File: config.mk
export PLATFORM = sky130hd
export DESIGN_NAME = pipe_stall_ctrl
export DESIGN_NICKNAME = d
export VERILOG_FILES = /design/src/rtl/pipe_stall_ctrl.sv
export SDC_FILE = /design/constraint.sdc
export NUM_CORES = 1
export LEC_CHECK = 0
export ABC_AREA = 1
export CORE_MARGIN = 1
export CORE_UTILIZATION = 49
export CTS_CLUSTER_SIZE = 30
export DETAILED_ROUTE_END_ITERATION = 8
export PLACE_DENSITY = 0.76
export SYNTH_ARGS = -nofsm -noshare
export SYNTH_HDL_FRONTEND = slang
export SYNTH_SLANG_ARGS = --single-unit
File: constraint.sdc
create_clock -name clk -period 2.6 [get_ports clk]
set_input_delay 0.39 -clock clk [delete_from_list [all_inputs] [get_ports clk]]
set_output_delay 0.39 -clock clk [all_outputs]
set_load 0.02 [all_outputs]
File: src/rtl/pipe_stall_ctrl.sv
`default_nettype none
// ============================================================================
//  Module   : pipe_stall_ctrl
//  Purpose  : Freeze/flush sequencer for the 5-stage pipeline: multi-cycle
//             SRAM stalls, load-use bubbles, branch flushes, stall counter.
//  Revision : 1.0  initial release
// ============================================================================
module pipe_stall_ctrl #(
    parameter int TIMEOUT = 64,
    parameter int CNT_W   = 16
) (
    input  logic             clk,
    input  logic             rst,
    input  logic             hazard,
    input  logic             branch_taken,
    input  logic             mem_req,
    input  logic             sram_ready,
    output logic             freeze_pc,
    output logic             freeze_if_id,
    output logic             freeze_id_exe,
    output logic             freeze_exe_mem,
    output logic             freeze_mem_wb,
    output logic             flush_if_id,
    output logic             flush_id_exe,
    output logic             sram_start,
    output logic             busy,
    output logic             timeout_err,
    output logic [CNT_W-1:0] stall_cnt
);

    typedef enum logic [1:0] {
        S_RUN      = 2'd0,
        S_MEM_WAIT = 2'd1,
        S_DONE     = 2'd2,
        S_ERROR    = 2'd3
    } state_t;

    localparam int               c_WAIT_W    = 16;
    localparam logic [c_WAIT_W-1:0] c_WAIT_LAST = c_WAIT_W'(TIMEOUT - 1);
    localparam logic [CNT_W-1:0] c_CNT_MAX   = {CNT_W{1'b1}};

    state_t              r_state;
    state_t              w_next_state;
    logic [c_WAIT_W-1:0] r_wait_cnt;
    logic [c_WAIT_W-1:0] w_wait_cnt_next;
    logic [CNT_W-1:0]    r_stall_cnt;

    logic w_freeze_all;
    logic w_hold_front;
    logic w_flush_if_id;
    logic w_flush_id_exe;
    logic w_start;
    logic w_busy;
    logic w_err;

    // Normal issue decision; branch wins over a load-use hazard.
    logic w_issue_hold;
    logic w_issue_flush_if_id;
    logic w_issue_flush_id_exe;

    always_comb begin
        w_issue_hold         = 1'b0;
        w_issue_flush_if_id  = 1'b0;
        w_issue_flush_id_exe = 1'b0;
        if (branch_taken) begin
            w_issue_flush_if_id  = 1'b1;
            w_issue_flush_id_exe = 1'b1;
        end else if (hazard) begin
            w_issue_hold         = 1'b1;
            w_issue_flush_id_exe = 1'b1;
        end
    end

    always_ff @(posedge clk or negedge rst) begin
        if (!rst) begin
            r_state    <= S_RUN;
            r_wait_cnt <= '0;
        end else begin
            r_state    <= w_next_state;
            r_wait_cnt <= w_wait_cnt_next;
        end
    end

    always_comb begin
        w_next_state    = r_state;
        w_wait_cnt_next = r_wait_cnt;
        w_freeze_all    = 1'b0;
        w_hold_front    = 1'b0;
        w_flush_if_id   = 1'b0;
        w_flush_id_exe  = 1'b0;
        w_start         = 1'b0;
        w_busy          = 1'b0;
        w_err           = 1'b0;

        case (r_state)
            S_RUN: begin
                if (mem_req) begin
                    // Memory stall outranks branch/hazard; those are
                    // re-evaluated in the DONE release cycle.
                    w_start         = 1'b1;
                    w_freeze_all    = 1'b1;
                    w_wait_cnt_next = '0;
                    w_next_state    = S_MEM_WAIT;
                end else begin
                    w_hold_front   = w_issue_hold;
                    w_flush_if_id  = w_issue_flush_if_id;
                    w_flush_id_exe = w_issue_flush_id_exe;
                end
            end
            S_MEM_WAIT: begin
                w_freeze_all = 1'b1;
                w_busy       = 1'b1;
                if (sram_ready) begin
                    w_next_state = S_DONE;
                end else if (r_wait_cnt == c_WAIT_LAST) begin
                    w_next_state = S_ERROR;
                end else begin
                    w_wait_cnt_next = r_wait_cnt + c_WAIT_W'(1);
                end
            end
            S_DONE: begin
                // mem_req still refers to the completed access; ignore it.
                w_hold_front   = w_issue_hold;
                w_flush_if_id  = w_issue_flush_if_id;
                w_flush_id_exe = w_issue_flush_id_exe;
                w_next_state   = S_RUN;
            end
            S_ERROR: begin
                w_freeze_all = 1'b1;
                w_err        = 1'b1;
            end
            default: begin
                w_next_state = S_RUN;
            end
        endcase
    end

    // Outputs are forced low for the whole time reset is asserted.
    assign freeze_pc      = rst & (w_freeze_all | w_hold_front);
    assign freeze_if_id   = rst & (w_freeze_all | w_hold_front);
    assign freeze_id_exe  = rst & w_freeze_all;
    assign freeze_exe_mem = rst & w_freeze_all;
    assign freeze_mem_wb  = rst & w_freeze_all;
    assign flush_if_id    = rst & w_flush_if_id;
    assign flush_id_exe   = rst & w_flush_id_exe;
    assign sram_start     = rst & w_start;
    assign busy           = rst & w_busy;
    assign timeout_err    = rst & w_err;

    always_ff @(posedge clk or negedge rst) begin
        if (!rst) begin
            r_stall_cnt <= '0;
        end else if (freeze_pc && (r_stall_cnt != c_CNT_MAX)) begin
            r_stall_cnt <= r_stall_cnt + CNT_W'(1);
        end
    end

    assign stall_cnt = r_stall_cnt;

endmodule
`default_nettype wire

# --- After elaboration in Yosys (flattened, before gate mapping) ---
# Index checks and enable logic that the tools add are counted.
word_totals:
  input_bits: 6
  output_inout_bits: 26
  wordCells: 52
  reg_bits: 34
classes:
  addsub: 2
  n_reduce_logical: 7
  n_bitwise: 8
  mux: 23
  n_eq_ne: 9
op_table:
  columns: ["operator", "n"]
  rows:
  - ["two-way mux 16 bit", 3]
  - ["adder 16 x 1 -> 16 bit, second input constant", 2]
  - ["one-hot mux 16 bit (2 select lines)", 1]
  - ["== test 16 x 6 -> 1 bit, second input constant", 1]
  - ["!= test 16 bit, second input constant", 1]
  - ["two-way mux 1 bit", 11]
  - ["one-hot mux 1 bit (2 select lines)", 4]
  - ["bitwise AND 1 bit", 7]
  - ["two-way mux 2 bit", 3]
  - ["!= test 2 bit, second input constant", 3]
  - ["one-hot mux 2 bit (3 select lines)", 1]
  - ["== test 2 bit, second input constant", 2]
  - ["AND reduction 4 bit", 1]
  - ["!= test 3 bit, second input constant", 1]
  - ["AND reduction 3 bit", 1]
  - ["nonzero test 3 bit", 1]
  - ["== test 2 x 1 -> 1 bit, second input constant", 1]
  - ["zero test 2 bit", 1]
  - ["nonzero test 2 bit", 1]
  - ["OR reduction 2 bit", 1]
  - ["logical AND 1 bit", 1]
  - ["OR 1 bit", 1]

# --- Longest topological paths before layout ---
# Gate-level depths: netlist (run 1).
depth:
  word_depth: 7
  depth_mapped: 9
  depth_no_buf: 9

# --- Least setup slack after synthesis (run 1) ---
# OpenSTA, ideal clock, no wires.
synth_path:
  path_kind: "in2out"
  start: "in mem_req"
  end: "out freeze_id_exe"
  path_buffers: 1
  arrival_time_ps: 1278
  path_slack_ps: 932
  cell_stages: 5
  required_ps: 2210
  cell_sequence: "inv_1 > nor2_1 > nand2_1 > a21oi_1 > buf_4"
synth_between:
  elab_chain_len: 3
synth_rtl:
  columns: ["item", "line_no", "rtl"]
  rows:
  - ["from (decl)", "16", "input logic mem_req,"]
  - ["two-way mux 1 bit", "97", "if (mem_req) begin"]
  - ["one-hot mux 1 bit (2 select lines)", "95", "case (r_state)"]
  - ["bitwise AND 1 bit", null, null]
  - ["to (decl)", "20", "output logic freeze_id_exe,"]
# No other way between the ends.

# --- Worst setup path after layout (run 1) ---
layout_path:
  start: "in rst"
  end: "out flush_id_exe"
layout_between:
  elab_chain_len: 1
layout_rtl:
  columns: ["item", "line_no", "rtl"]
  rows:
  - ["from (decl)", "13", "input logic rst,"]
  - ["bitwise AND 1 bit", "145", "assign flush_id_exe = rst & w_flush_id_exe;"]
  - ["to (decl)", "24", "output logic flush_id_exe,"]
# No other way between the ends.

==> key figures, run 1 <==
Timing
  – Skew final: 7.53 ps
  – Slew headroom: 0.606
  – RSZ-0062 raised after global routing: no
  – Final setup vio count: 0
  – Fmax: 0.398 GHz
  – Minimum clock period: 2520 ps
  – Final Max Tran Viols: 0
  – Final setup TNS: 0 ps
  – Slew @ Worst Pin: 591 ps
  – Worst setup margin: 84.7 ps
  – Final period util: 0.967
  – Final hold vios: 0

Finish
  – Non-Filler Instances: 415
  – Multi-input gate area: 0.00123 mm^2
  – # diodes: 0
  – Layout net count: 371
  – Fraction of final layout cells with drive strength greater than 1: 0.0716
  – Most common cell after layout, fill and taps aside: nand2_1
  – Post-route cell area: 0.00267 mm^2
  – Seq. cell area: 851 um^2
  – Layout overhead on the synthesized area: 17.7%
  – Most frequent cells in the layout: nand2_1 (130), nor2_1 (34), dfrtp_1 (34), nand3_1 (30)
  – Fillers: 422

Route
  – Routed WL per cell: 12.3 um
  – Vias per cell: 5.26
  – TritonRoute pass-1 iters: 4
  – DRC Markers: 0
  – Post-route ant nets: 0
  – DR vias: 2182
  – Post-Route WL: 5090 um
  – DR iter-0 viols: 142

Placement
  – Port Buffers: 31
  – Placed cells: 407
  – DP Area: 0.00258 mm^2
  – Worst slack, placed: 272 ps
  – RePlAce Congestion: 0.881
  – DP HPWL: 3740 um

GRT
  – First-pass GRT wire length: 8540 um
  – Largest net degree at the start of global routing: 34
  – Vias in the first global route: 1883
  – All-Layer GR Usage: 0.217
  – Grt ovf: 0
  – Initial antenna violation count: 0

Synthesis
  – Post-synth ARST share: 1.00
  – Mux contribution to synthesized area: 0
  – Syn Nets: 338
  – Post-Synth Simple-Gate Area: 0.434
  – Largest family of logic cells by synthesized area: simple AND/OR/NAND/NOR gates
  – Mapped Area: 0.00227 mm^2
  – Synth warnings: 0
  – EDFF count, synth: 0
  – Post-Synth Adder-Cell Area: 0.0110
  – Yosys reg bits: 34
  – Syn_area_per_cell: 6.88 um^2
  – Cell variety after synth: 31
  – Primary flip-flop cell chosen by synthesis mapping: dfrtp_1
  – Synth Area in Compound Gates: 0.0573
  – Synth area leader: dfrtp_1
  – Top cell type's share of synthesized area: 0.375
  – XOR/XNOR share of the synthesized area: 0.0386
  – Top cells by area, synth: dfrtp_1 (37%), nand2_1 (21%), nand3_1 (6.6%)
  – Post-Syn Instances: 330
  – Register area share after synthesis: 0.375

Floorplanning
  – Num ports: 32
  – Initial Util: 0.514
  – Die Area: 0.00491 mm^2
  – Die Wd: 70.1 um
  – Row count: 24
  – Area of the core: 0.00441 mm^2
  – Die Y: 70.1 um

Critical path
  – CP cell instances: dlygate4sd3_1 > buf_2 > inv_1 > a211oi_1 > clkdlybuf4s50_1
  – Worst stage delay on the critical path: 660 ps
  – CP Max Fanout: 6
  – CP Data Arrival Time: 2130 ps
  – CP Launch Type: input port
  – Max stage delay cell, worst path: clkdlybuf4s50_1
  – Kind of critical path: in2out
  – CP Capture Type: output port
  – CP required: 2210 ps

CTS
  – Buffer levels on the longest clock path: 2
  – Worst-path clk slew: 70 ps
  – Clk sinks: 34
  – Num CTS Buffers: 5
  – Root Buffer: clkbuf_8
  – Worst skew pair latency: 280 ps
  – CTS tree: yes
  – H-Tree Depth: 2

Outcome
  – Outcome: complete, no violations

Power
  – Total power draw: 1.70 mW
  – Static power due to leakage: 1.29 nW
  – Power per Cell Area: 637 mW/mm^2
  – Maximum vdd drop: 0.502 mV

Hold path
  – Worst min path class: in2async

Job
  – Max_cap viols: 0
## logic make-up after synthesis
group,Yosys count
simple gates,223
buf+inv,40
flops,34
compound gates,21
xor+xnor,10
fa+ha+maj,2
## registers in the layout, summed over array words and instances, names as in the netlist
name and cells:
r_wait_cnt 16, stall_cnt 16, r_state 2
## synthesized netlist by cell type, types with 3 or more instances
library cell,count
nor2_1,34
nor3_1,3
o21ai_1,10
inv_1,29
xnor2_1,4
inv_2,3
buf_6,4
o21bai_1,3
nand4_1,9
nand2_1,130
dfrtp_1,34
nor2_2,3
a21oi_1,3
nand3_1,30
buf_4,3
xor2_1,6
## stage by stage
stage               hold slack (ps)   util
CTS                             457  0.605
global route                    456  0.605
floorplan                      94.4      -
finish                          453  0.605
global placement                217  0.585
detailed placement              221  0.585
## worst paths after layout
| kind | start | to | slack (ps) | cells past startpoint |
|---|---|---|---|---|
| worst max-delay path | rst | flush_id_exe | 80 | 5 |
| worst min-delay path | rst | r_state[0] | 450 | 2 |
| max in group asynchronous | rst | r_wait_cnt[10] | 1510 | 3 |
| min in group clk | r_wait_cnt[1] | r_wait_cnt[1] | 540 | 2 |
| worst min register to register | r_wait_cnt[1] | r_wait_cnt[1] | 540 | 2 |
| worst max register to register | r_wait_cnt[0] | r_wait_cnt[11] | 870 | 7 |
## power breakdown
part | switching, mW | internal, mW | total [mW] | leakage, nW
Sequential | 0.0978 | 0.599 | 0.696 | 0.461
Clock | 0.186 | 0.184 | 0.371 | 0.0383
Combinational | 0.391 | 0.244 | 0.635 | 0.787
## metal layers
metal  track usage  wire length, um  up-vias
met5             0                0        -
met4        0.0644               33        0
met3        0.0476              303        4
met2         0.332             2250       63
met1         0.309             2510     1010
li1              -                -     1105
## timing repair
item | 4_1_cts | 5_1_grt
gates resized for setup | 0 | 1
endpoints found under the hold margin | 1 | 0
setup buffers | 0 | 0
endpoints found under the setup margin | 0 | 1
hold buffers | 1 | 0
## critical path, delay by kind of cell
kind	cells	cell delay, ps
compound gates	1	250
buf+inv	4	1480
## area by class of cell
| type | instances | area share |
|---|---|---|
| Multi-Input combinational cell | 256 | 0.459 |
| Sequential cell | 34 | 0.318 |
| Timing Repair Buffer | 34 | 0.125 |
| Inverter | 32 | 0.0449 |
| Clock buffer | 7 | 0.0286 |
| Tap cell | 52 | 0.0243 |
Note: power is estimated with default switching activity, not from simulation.
==> run 2, diff against run 1 <==
--- a/config.mk
+++ b/config.mk
@@ -6,11 +6,14 @@
 export NUM_CORES = 1
 export LEC_CHECK = 0
 export ABC_AREA = 1
+export CELL_PAD_IN_SITES_DETAIL_PLACEMENT = 2
+export CELL_PAD_IN_SITES_GLOBAL_PLACEMENT = 2
 export CORE_MARGIN = 1
-export CORE_UTILIZATION = 49
+export CORE_UTILIZATION = 33
 export CTS_CLUSTER_SIZE = 30
 export DETAILED_ROUTE_END_ITERATION = 8
-export PLACE_DENSITY = 0.76
+export GPL_TIMING_DRIVEN = 0
+export PLACE_DENSITY = 0.89
 export SYNTH_ARGS = -nofsm -noshare
 export SYNTH_HDL_FRONTEND = slang
 export SYNTH_SLANG_ARGS = --single-unit
==> key figures, run 2 (synthesis gave the netlist of run 1 again) <==
Route
  – Met2 WL: 4040 um (+80%)
  – TritonRoute pass-1 iters: 6 (+2)
  – Routed wl met3: 203 um (-33%)
  – Routed WL per cell: 18.0 um (+47%)
  – DR iter-0 viols: 66 (-54%)
  – Post-route ant nets: 0 (unchanged)
  – Top Layer Used: met4
  – Post-Route WL: 8010 um (+57%)
  – DRC Markers: 0 (unchanged)
  – DR vias: 2345 (+7.5%)
  – WL met1: 3620 um (+44%)
  – Vias per cell: 5.27 (+0.23%)

CTS
  – # Post-CTS Setup Buffers: 0 (unchanged)
  – Worst-path clk slew: 70 ps (about the same)
  – CTS tree: yes
  – Clk sinks: 34 (unchanged)
  – Hold buffers post-CTS: 0 (-1)
  – Worst skew pair latency: 300 ps (+20 ps)
  – PostCTS Resize Cnt: 1 (+1)
  – Root Buffer: clkbuf_8
  – H-Tree Depth: 2 (unchanged)
  – Num CTS Buffers: 5 (unchanged)
  – Buffer levels on the longest clock path: 2 (unchanged)

Critical path
  – Cell count along the critical path: 7 (+2)
  – Max stage delay cell, worst path: clkdlybuf4s50_1
  – CP Launch Type: input port
  – CP Data Arrival Time: 2070 ps (-60 ps)
  – Buf/Inv on CP: 5 (+1)
  – Cell family with most CP delay: buffers and inverters
  – Reg2reg end: r_wait_cnt[13]
  – Worst Setup EP: freeze_pc
  – Kind of critical path: in2out
  – Start point of the critical path: mem_req
  – Cell count of the worst reg-to-reg path: 6 (-1)
  – Worst stage delay on the critical path: 610 ps (-50 ps)
  – Reg-to-Reg Start: r_wait_cnt[0]
  – R2R setup slack: 680 ps (-190 ps)
  – CP Capture Type: output port
  – CP cell instances: clkdlybuf4s50_1 > inv_1 > o21ai_2 > o21ai_2 > inv_2 > buf_4 > clkdlybuf4s50_1
  – CP required: 2210 ps (about the same)
  – CP Max Fanout: 3 (-3)

Floorplanning
  – Initial Util: 0.350 (-0.165)
  – Area of the core: 0.00649 mm^2 (+47%)
  – Num ports: 32 (unchanged)
  – Die Y: 85.0 um (+21%)
  – Die Area: 0.00722 mm^2 (+47%)
  – Row count: 29 (+21%)
  – Die Wd: 85.0 um (+21%)

Finish
  – # diodes: 0 (unchanged)
  – Most frequent cells in the layout: nand2_1 (130), nor2_1 (34), dfrtp_1 (34), nand3_1 (30), clkdlybuf4s50_1 (30)
  – Most common cell after layout, fill and taps aside: nand2_1
  – Layout net count: 376 (+1.3%)
  – Non-Filler Instances: 445 (+7.2%)
  – Post-layout util: 0.425 (-0.181)
  – Layout overhead on the synthesized area: 21.5%
  – Fraction of final layout cells with drive strength greater than 1: 0.0924 (+0.0208)

Power
  – NetSw: 0.789 mW (+17%)
  – Logic pwr share: 0.407 (+0.034)
  – Static power due to leakage: 1.30 nW (+1.1%)
  – Pint: 1.08 mW (+5.1%)
  – Seq pwr share: 0.381 (-0.028)
  – Maximum vdd drop: 0.315 mV (-37%)
  – Power per Cell Area: 677 mW/mm^2 (+6.4%)
  – Clock share of power: 0.212 (-0.006)
  – Total power draw: 1.87 mW (+9.8%)
  – Sw Share: 0.422 (+0.0258)

Hold path
  – Worst min path class: in2async

GRT
  – Grt ovf: 0 (unchanged)
  – All-Layer GR Usage: 0.236 (+0.0180)
  – Initial antenna violation count: 0 (unchanged)
  – First-pass GRT wire length: 13000 um (+52%)
  – Largest net degree at the start of global routing: 37 (+8.8%)
  – Vias in the first global route: 2542 (+35%)

Placement
  – RePlAce Congestion: 0.846 (-3.9%)
  – Port Buffers: 31 (unchanged)
  – DP HPWL: 5550 um (+49%)
  – Placed cells: 438 (+7.6%)

Timing
  – Slew headroom: 0.525 (-0.0814)
  – Final Max Tran Viols: 0 (unchanged)
  – RSZ-0062 raised after global routing: no
  – Final setup vio count: 0 (unchanged)
  – Slew @ Worst Pin: 713 ps (+122 ps)
  – Fmax: 0.406 GHz (+2.2%)
  – Skew final: 7.33 ps (-0.205 ps)
  – Final hold vios: 0 (unchanged)
  – Final period util: 0.947 (-0.0206)
  – Minimum clock period: 2460 ps (-53.6 ps)

Job
  – Max_cap viols: 0 (unchanged)

Outcome
  – Outcome: complete, no violations
==> run 2: changes by cell type in the layout (fill, tap and decap cells not counted) <==
cell / previous run / this run
dlygate4sd3_1: 1 / 0
dlymetal6s2s_1: 1 / 0
buf_6: 0 / 4
o21ai_2: 1 / 2
buf_4: 2 / 4
clkdlybuf4s50_1: 29 / 30
a21oi_1: 3 / 2
a21oi_2: 0 / 1
o21ai_1: 10 / 9
==> run 2: area by class of cell <==
cell class | instances | area, um^2
inverters | 32 | 120
plain buffers | 8 | 72.6
repair buffers | 31 | 308
fillers | 771 | 3740
well taps | 77 | 96.3
multi-input cells | 256 | 1230
flip-flops and latches | 34 | 851
clock buffers | 7 | 76.3
==> run 2: worst min-delay path by stage <==
stage                  startpoint             to  slack [ps]  cells past startpoint
floorplan                     rst     r_state[0]          90                      0
global placement    stall_cnt[15]  stall_cnt[15]         510                      2
detailed placement  stall_cnt[15]  stall_cnt[15]         520                      2
CTS                           rst   stall_cnt[7]          80                      1
global route                  rst  r_wait_cnt[1]          90                      1
finish                        rst  r_wait_cnt[1]          50                      1
==> run 2: per-layer routing <==
layer | vias up | GRT usage
li1 | 1114 | -
met1 | 1179 | 0.303
met2 | 38 | 0.405
met3 | 14 | 0.0370
met4 | 0 | 0.0740
met5 | - | 0
==> run 2: worst reg2reg max path, cell delays in order, from the launching register on <==
cell and delay, ps:
dfrtp_1 470, ha_1 270, nand3_1 160, nor2_1 100, a21oi_1 590, nand3_1 170
nand2_1 110
==> run 2: per-stage QoR <==
step | setup TNS, ps | hold WS (ps) | area (um^2) | setup slack, ps
floorplan | 0 | 94.4 | 2270 | 932
global placement | -18860 | 515 | 2680 | -1400
detailed placement | -1060 | 516 | 2670 | -246
CTS | 0 | 76.9 | 2750 | 29.4
global route | 0 | 86.0 | 2760 | 7.47
finish | 0 | 51.3 | 2760 | 138
==> run 2: power groups by stage <==
| stage | Sequential (mW) | Combinational (mW) | Clock, mW |
|---|---|---|---|
| finish | 0.713 | 0.760 | 0.396 |
| global route | 0.726 | 0.827 | 0.419 |
| CTS | 0.710 | 0.765 | 0.404 |
| detailed placement | 0.720 | 0.752 | 0 |
| global placement | 0.714 | 0.721 | 0 |
| floorplan | 0.727 | 0.416 | 0 |
